$ cat config.mk
export PLATFORM = sky130hd
export DESIGN_NAME = mem_access_unit
export DESIGN_NICKNAME = d
export VERILOG_FILES = /design/src/rtl/mem_access_unit.sv
export SDC_FILE = /design/constraint.sdc
export NUM_CORES = 1
export LEC_CHECK = 0
export CAP_MARGIN = 20
export CELL_PAD_IN_SITES_DETAIL_PLACEMENT = 1
export CELL_PAD_IN_SITES_GLOBAL_PLACEMENT = 1
export CORE_UTILIZATION = 32
export DETAILED_ROUTE_END_ITERATION = 7
export PLACE_DENSITY_LB_ADDON = 0.1
export SETUP_SLACK_MARGIN = 0.3
export SYNTH_ARGS = -nofsm -noshare
export SYNTH_HDL_FRONTEND = slang
export SYNTH_SLANG_ARGS = --single-unit
export TNS_END_PERCENT = 10
$ cat constraint.sdc
create_clock -name clk -period 3.2 [get_ports clk]
set_clock_uncertainty 0.15 [all_clocks]
set_input_delay 0.64 -clock clk [delete_from_list [all_inputs] [get_ports clk]]
set_output_delay 0.64 -clock clk [all_outputs]
set_load 0.02 [all_outputs]
$ cat src/rtl/mem_access_unit.sv
// rtl/mem_access_unit.sv - load/store stage: request/ack data-memory access with lane steering and timeout
module mem_access_unit #(
  parameter int TIMEOUT = 16,
  parameter int CNT_W   = 5
) (
  input  logic        clk,
  input  logic        reset,
  input  logic        valid_i,
  input  logic        memwrite,
  input  logic [1:0]  memsize,
  input  logic        memsigned,
  input  logic [31:0] addr,
  input  logic [31:0] wdata,
  output logic [31:0] rdata,
  output logic        stall,
  output logic        misalign,
  output logic        bus_err,
  output logic        bus_req,
  output logic        bus_we,
  output logic [31:0] bus_addr,
  output logic [3:0]  bus_be,
  output logic [31:0] bus_wdata,
  input  logic [31:0] bus_rdata,
  input  logic        bus_ack
);

  typedef enum logic [1:0] {IDLE, REQ, DONE, ERR} state_t;

  localparam logic [CNT_W-1:0] TIMEOUT_CNT = CNT_W'(TIMEOUT);

  state_t            state, state_next;
  logic [CNT_W-1:0]  cnt;
  logic [1:0]        off_q, size_q;
  logic              signed_q;
  logic              misaligned, start, timeout_hit;
  logic [3:0]        be_calc;
  logic [31:0]       wdata_calc, shifted, load_val;

  always_comb begin
    misaligned = (memsize == 2'b11)
               | ((memsize == 2'b01) & addr[0])
               | ((memsize == 2'b10) & (addr[1:0] != 2'b00));
    start       = (state == IDLE) & valid_i & ~misaligned;
    timeout_hit = (cnt + 1'b1) == TIMEOUT_CNT;
  end

  always_comb begin
    be_calc    = 4'b1111;
    wdata_calc = wdata;
    case (memsize)
      2'b00: begin
        be_calc    = 4'b0001 << addr[1:0];
        wdata_calc = {4{wdata[7:0]}};
      end
      2'b01: begin
        be_calc    = addr[1] ? 4'b1100 : 4'b0011;
        wdata_calc = {2{wdata[15:0]}};
      end
      default: ;
    endcase
  end

  // The selected lane is brought down to bit 0 before extension.
  always_comb begin
    shifted = bus_rdata >> {off_q, 3'b000};
    case (size_q)
      2'b00:   load_val = {{24{signed_q & shifted[7]}}, shifted[7:0]};
      2'b01:   load_val = {{16{signed_q & shifted[15]}}, shifted[15:0]};
      default: load_val = shifted;
    endcase
  end

  always_ff @(posedge clk) begin
    if (reset) state <= IDLE;
    else       state <= state_next;
  end

  always_comb begin
    state_next = state;
    case (state)
      IDLE: if (start) state_next = REQ;
      REQ: begin
        if (bus_ack)          state_next = DONE;
        else if (timeout_hit) state_next = ERR;
      end
      DONE:    state_next = IDLE;
      ERR:     state_next = IDLE;
      default: state_next = IDLE;
    endcase
  end

  always_comb begin
    bus_req  = (state == REQ);
    bus_err  = (state == ERR);
    stall    = start | (state == REQ);
    misalign = (state == IDLE) & valid_i & misaligned;
  end

  // Bus fields are captured on IDLE->REQ so they stay stable for the whole request.
  always_ff @(posedge clk) begin
    if (reset) begin
      cnt       <= '0;
      rdata     <= '0;
      bus_we    <= 1'b0;
      bus_addr  <= '0;
      bus_be    <= '0;
      bus_wdata <= '0;
      off_q     <= '0;
      size_q    <= '0;
      signed_q  <= 1'b0;
    end else if (start) begin
      cnt       <= '0;
      bus_we    <= memwrite;
      bus_addr  <= {addr[31:2], 2'b00};
      bus_be    <= be_calc;
      bus_wdata <= wdata_calc;
      off_q     <= addr[1:0];
      size_q    <= memsize;
      signed_q  <= memsigned;
    end else if (state == REQ) begin
      if (bus_ack) begin
        if (!bus_we) rdata <= load_val;
      end else begin
        cnt <= cnt + 1'b1;
        if (timeout_hit) rdata <= '0;
      end
    end
  end

endmodule

# [Yosys cells after proc, flatten, opt, wreduce, memory -nomap -nowiden]
# Cells that the tools add are included.
[word_totals] wordCells=58 ff_bits=111 output_inout_bits=105 inputBits=104
[op_classes] mux=11 n_shift=2 n_addsub=1 n_bitwise=13 reduce_logical=10 eq_ne=11
[op_table] op="one-hot mux 32 bit (2 select lines)" count=2
[op_table] op="two-way mux 32 bit" count=3
[op_table] op="right shift 32 x 5 -> 32 bit" count=1
[op_table] op="== test 2 bit, second input constant" count=4
[op_table] op="one-hot mux 4 bit (2 select lines)" count=1
[op_table] op="AND 1 bit" count=7
[op_table] op="== test 2 x 1 -> 1 bit, second input constant" count=3
[op_table] op="logical NOT 2 bit" count=3
[op_table] op="two-way mux 2 bit" count=3
[op_table] op="one-hot mux 2 bit (3 select lines)" count=1
[op_table] op="adder 5 x 1 -> 5 bit, second input constant" count=1
[op_table] op="== test 5 bit, second input constant" count=1
[op_table] op="two-way mux 4 bit" count=1
[op_table] op="!= test 2 bit, second input constant" count=2
[op_table] op="AND reduction 2 bit" count=2
[op_table] op="AND reduction 4 bit" count=1
[op_table] op="nonzero test 2 bit" count=2
[op_table] op="OR reduction 2 bit" count=2
[op_table] op="left shift 1 x 2 -> 4 bit, first input constant" count=1
[op_table] op="!= test 3 x 1 -> 1 bit, second input constant" count=1
[op_table] op="NOT 1 bit" count=3
[op_table] op="bitwise OR 1 bit" count=3

# [Logic depth before layout (Yosys ltp)]
[depth] word_depth=8 mapped_depth=9 mapped_depth_nobuf=6

# [Worst setup path before layout]
# OpenSTA, ideal clock, no wires.
[synth_path] path_kind="input to output" start="input port memsize[0]" end="output port stall" path_stages=7 n_path_buf=3 arrival_time_ns=1.818 setup_slack_ns=0.592 t_required_ns=2.410 path_cell_list="clkbuf_1 > nor3_1 > nor2_1 > or2_1 > buf_2 > clkbuf_1 > nand2_1"
[synth_via] elab_chain_cells=7 word_cells_on_any_way=10 classes_between="3 x eq/ne; 7 x bitwise"
[synth_rtl] element="start: declaration" line="10" text="input logic [1:0] memsize,"
[synth_rtl] element="== test 2 x 1 -> 1 bit" line="41" text="| ((memsize == 2'b01) & addr[0])"
[synth_rtl] element="AND 1 bit" line="41"
[synth_rtl] element="bitwise OR 1 bit" line="41"
[synth_rtl] element="bitwise OR 1 bit (*)" line="42" text="| ((memsize == 2'b10) & (addr[1:0] != 2'b00));"
[synth_rtl] element="NOT 1 bit (*)" line="43" text="start = (state == IDLE) & valid_i & ~misaligned;"
[synth_rtl] element="AND 1 bit (*)" line="43"
[synth_rtl] element="bitwise OR 1 bit (*)" line="95" text="stall = start | (state == REQ);"
[synth_rtl] element="end: declaration" line="15" text="output logic stall,"
# Mark *: on every way between the ends. The rest lies on a longest branch, timed or not.

# [Worst setup path after layout]
[layout_path] start="input port addr[1]" end="output port stall"
[layout_via] elab_chain_cells=6
[layout_rtl] element="start: declaration" line="12" text="input logic [31:0] addr,"
[layout_rtl] element="nonzero test 2 bit" line="42"
[layout_rtl] element="AND 1 bit" line="42"
[layout_rtl] element="bitwise OR 1 bit" line="42"
[layout_rtl] element="NOT 1 bit" line="43"
[layout_rtl] element="AND 1 bit" line="43"
[layout_rtl] element="bitwise OR 1 bit" line="95"
# No other way between the ends.

==> qor.txt <==
Reg2reg end: rdata[20]
Average footprint of a synthesized cell: 8.69 um2
Ys async rst share: 0%
Combinational family with the most area after synthesis: compound AO/OA/AOI/OAI gates
Number of global-route vias before repair: 4,587
GR Overflow Total: 0
Sum of routed wire length over all layers: 16.2 mm
Yosys warning total: 0
Number of inserted filler cells in the final layout: 1,686
Max Cap Viol: 0
Die Width: 124 um
Number of antenna diodes: 0
Pin count of the biggest net entering global routing: 81
Total number of nets in the final design: 841
Full die area: 0.0153 mm2
Iteration-0 DRC count of the detailed router: 156
Simple-gate portion of the synthesized area: 15.5%
Power per Cell Area: 449 mW/mm2
Area of the mapped netlist: 0.00475 mm2
Critical-path top delay cell: sky130_fd_sc_hd__clkdlybuf4s50_1
Gate count after technology mapping: 546
Final estimated routing congestion in global placement: 0.809
Area share of the leading cell type in the synthesized netlist: 46.8%
Share of the synthesized netlist area taken by xor and xnor gates: 0.738%
Reg-to-reg startpoint: cnt[0]
Largest cells by area after synthesis: sky130_fd_sc_hd__dfxtp_1 47%, sky130_fd_sc_hd__nand2_1 10%, sky130_fd_sc_hd__mux2i_1 7.4%
Adder and majority cell fraction of the synthesized area: 0.527%
Worst ir drop on vdd: 0.239 mV
Row cnt: 44
Leakage power summed over all cells: 2.65 nW
Number of clock buffers inserted by TritonCTS: 9
Footprint of the multi-input gates: 0.00229 mm2
Num ports: 209
R2r setup slk: 900 ps
Number of slew-limit violations in the final report: 0
Number of buffers inserted by port buffering: 206
Required @ worst endpoint: 2410 ps
Run status: finished clean
Distinct cell type count after synthesis: 45
Max-slew headroom: 40.6%
Post-synthesis register bit count: 111
Library cell with the largest summed area after synthesis: sky130_fd_sc_hd__dfxtp_1
# placed instances: 908
Maximum clock path buffer count: 2
Clock tree from TritonCTS: done
Initial antenna violation count: 0
Seq. cell area: 0.00222 mm2
Router iterations before antenna repair: 4
Sequential share of the synthesized area: 46.8%
Compound-cell area share of the yosys netlist: 21.5%
Crit end category: output pin
Number of clock sinks: 111
Post-CTS clock slew at the launch and capture registers of the worst setup and hold paths: 70 ps
Setup repair after global routing missed its margin: no
Post-synth EDFFs: 0
Top fanout value on the critical path: 2
Worst-case reg-to-reg path depth: 7
Synth Flop Type: sky130_fd_sc_hd__dfxtp_1
Worst path depth: 6
CTS Root Buffer Type: sky130_fd_sc_hd__clkbuf_16
Ordered cell list for the critical path: clkdlybuf4s50_1 -> nor3_2 -> nor2_1 -> or2_2 -> nand2_1 -> clkbuf_2
Routed len/inst: 17.5 um
Number of antenna-violating nets in the routed design: 0
Insertion delay of the later-clocked pin in the worst-skew pair: 350 ps
Fin crit period: 2770 ps
Layout area overhead: 53.2%
Worst setup SP type: input pin
Kind of cell adding the most delay to the critical path: simple AND/OR/NAND/NOR gates
Critical Path AT: 1980 ps
Global-route wire length before repair: 24.2 mm
Setup violations, final: 0
Sum of negative setup slack: 0 ps
Overall via count from detail_route: 4,656
CTS H-Tree Depth: 3
Number of hold buffers added after CTS: 0
Final Hold Viols: 0
HPWL after detailed placement: 11.7 mm
Starting utilization of the core area: 32.8%
Startpoint of the worst setup timing path: addr[1]
Placeable Area: 0.0145 mm2
CP endpoint: stall
Highest attainable clock frequency: 361 MHz
Ratio of routed vias to standard cells: 5.04
Crit path buf inv count: 2
Kind of critical path: in -> out
Die boundary height: 124 um
Number of standard cells in the final layout excluding fillers: 923
Part of the cycle the worst path needs: 86.7%
Peak per-stage delay on the critical path: 450 ps
Slew at the pin closest to its max-slew limit: 891 ps
Number of remaining DRC errors: 0
Mux cell area share after synthesis: 9.36%
All-layer global routing usage: 20.8%
Share of final-layout standard cells stronger than drive strength 1: 7.04%
Type of the worst min-delay path: reg -> reg
[how the worst min path moves through the flow]
stage,startpoint,to,slack (ps),depth (start not counted)
after floorplan,state[1],state[0],300,1
after global placement,bus_addr[23],bus_addr[23],290,2
after detailed placement,bus_addr[31],bus_addr[31],300,2
after CTS,bus_addr[9],bus_addr[9],310,2
after global routing,bus_addr[20],bus_addr[20],320,2
final,bus_addr[31],bus_addr[31],300,2
[cell usage after synthesis (all sizes together), types with 3 or more instances]
master / n
o211ai: 8
dfxtp: 111
o21ai: 25
nor2: 28
a22o: 16
mux2: 8
buf: 23
mux2i: 35
a211oi: 8
xor2: 3
nand2: 126
a221o: 16
a21oi: 65
clkbuf: 25
a311oi: 11
inv: 3
nor3: 8
[metrics by stage]
stage	utilization [%]	setup WS (ps)	area (um2)	power [mW]	hold WS [ps]
after floorplan	-	592	4750	1.81	302
after global placement	48.1	-115	6970	2.13	291
after detailed placement	48.1	-102	6970	2.15	298
after CTS	50.2	216	7270	3.31	308
after global routing	50.2	377	7270	3.41	324
final	50.2	427	7270	3.26	303
[flip-flops by register name, summed over array words and instances, names as in the netlist]
name / cells
bus_wdata: 32
bus_addr: 30
rdata: 32
bus_be: 4
cnt: 5
bus_we: 1
off_q: 2
state: 2
signed_q: 1
size_q: 2
[kinds of logic after synthesis]
group,count (synthesis)
buf+inv,52
xor+xnor,4
mux,43
fa+ha+maj,2
simple gates,177
other cells,1
compound gates,156
flops,111
[routing by layer]
metal | GRT usage [%] | wire length [um] | up-vias
li1 | - | - | 2291
met1 | 25.0 | 6910 | 2217
met2 | 35.1 | 7720 | 134
met3 | 5.86 | 1310 | 14
met4 | 7.53 | 243 | 0
met5 | 0 | 0 | -
[where the power goes]
group          internal (mW)  switching (mW)  total, mW  leakage, nW
logic                  0.311           0.323      0.634         1.60
clock network          0.642           0.508       1.15        0.151
registers               1.44          0.0361       1.48        0.903
[worst min-delay path, stage by stage (launching register included)]
cell and delay [ps]:
sky130_fd_sc_hd__dfxtp_1 310, sky130_fd_sc_hd__nand2_1 50, sky130_fd_sc_hd__a21oi_1 50
[repair_timing]
action                     CTS  global route
gates resized for setup      4             4
hold endpoints to repair     0             0
setup buffers                0             0
setup endpoints to repair    2             1
pin swaps                    0             1
[layout by cell type (no fill, tap or decap), types with 9 or more instances in the layout]
cell | Yosys | final
sky130_fd_sc_hd__a21oi_1 | 65 | 63
sky130_fd_sc_hd__a221o_1 | 16 | 16
sky130_fd_sc_hd__a22o_1 | 16 | 16
sky130_fd_sc_hd__a311oi_1 | 11 | 11
sky130_fd_sc_hd__buf_4 | 2 | 18
sky130_fd_sc_hd__clkbuf_16 | 0 | 9
sky130_fd_sc_hd__clkdlybuf4s50_1 | 0 | 201
sky130_fd_sc_hd__dfxtp_1 | 111 | 111
sky130_fd_sc_hd__mux2i_1 | 35 | 35
sky130_fd_sc_hd__nand2_1 | 126 | 126
sky130_fd_sc_hd__nor2_1 | 28 | 27
sky130_fd_sc_hd__o21ai_0 | 25 | 25
[final cells by class]
cell class / count / share of cell area [%]
clock buffer: 11 / 3.48
clock inverter: 4 / 0.620
inverter: 4 / 0.207
multi-input combinational: 384 / 31.6
sequential: 111 / 30.6
tap: 184 / 3.17
timing repair buffer: 225 / 30.4
(Power assumes the default switching activity.)
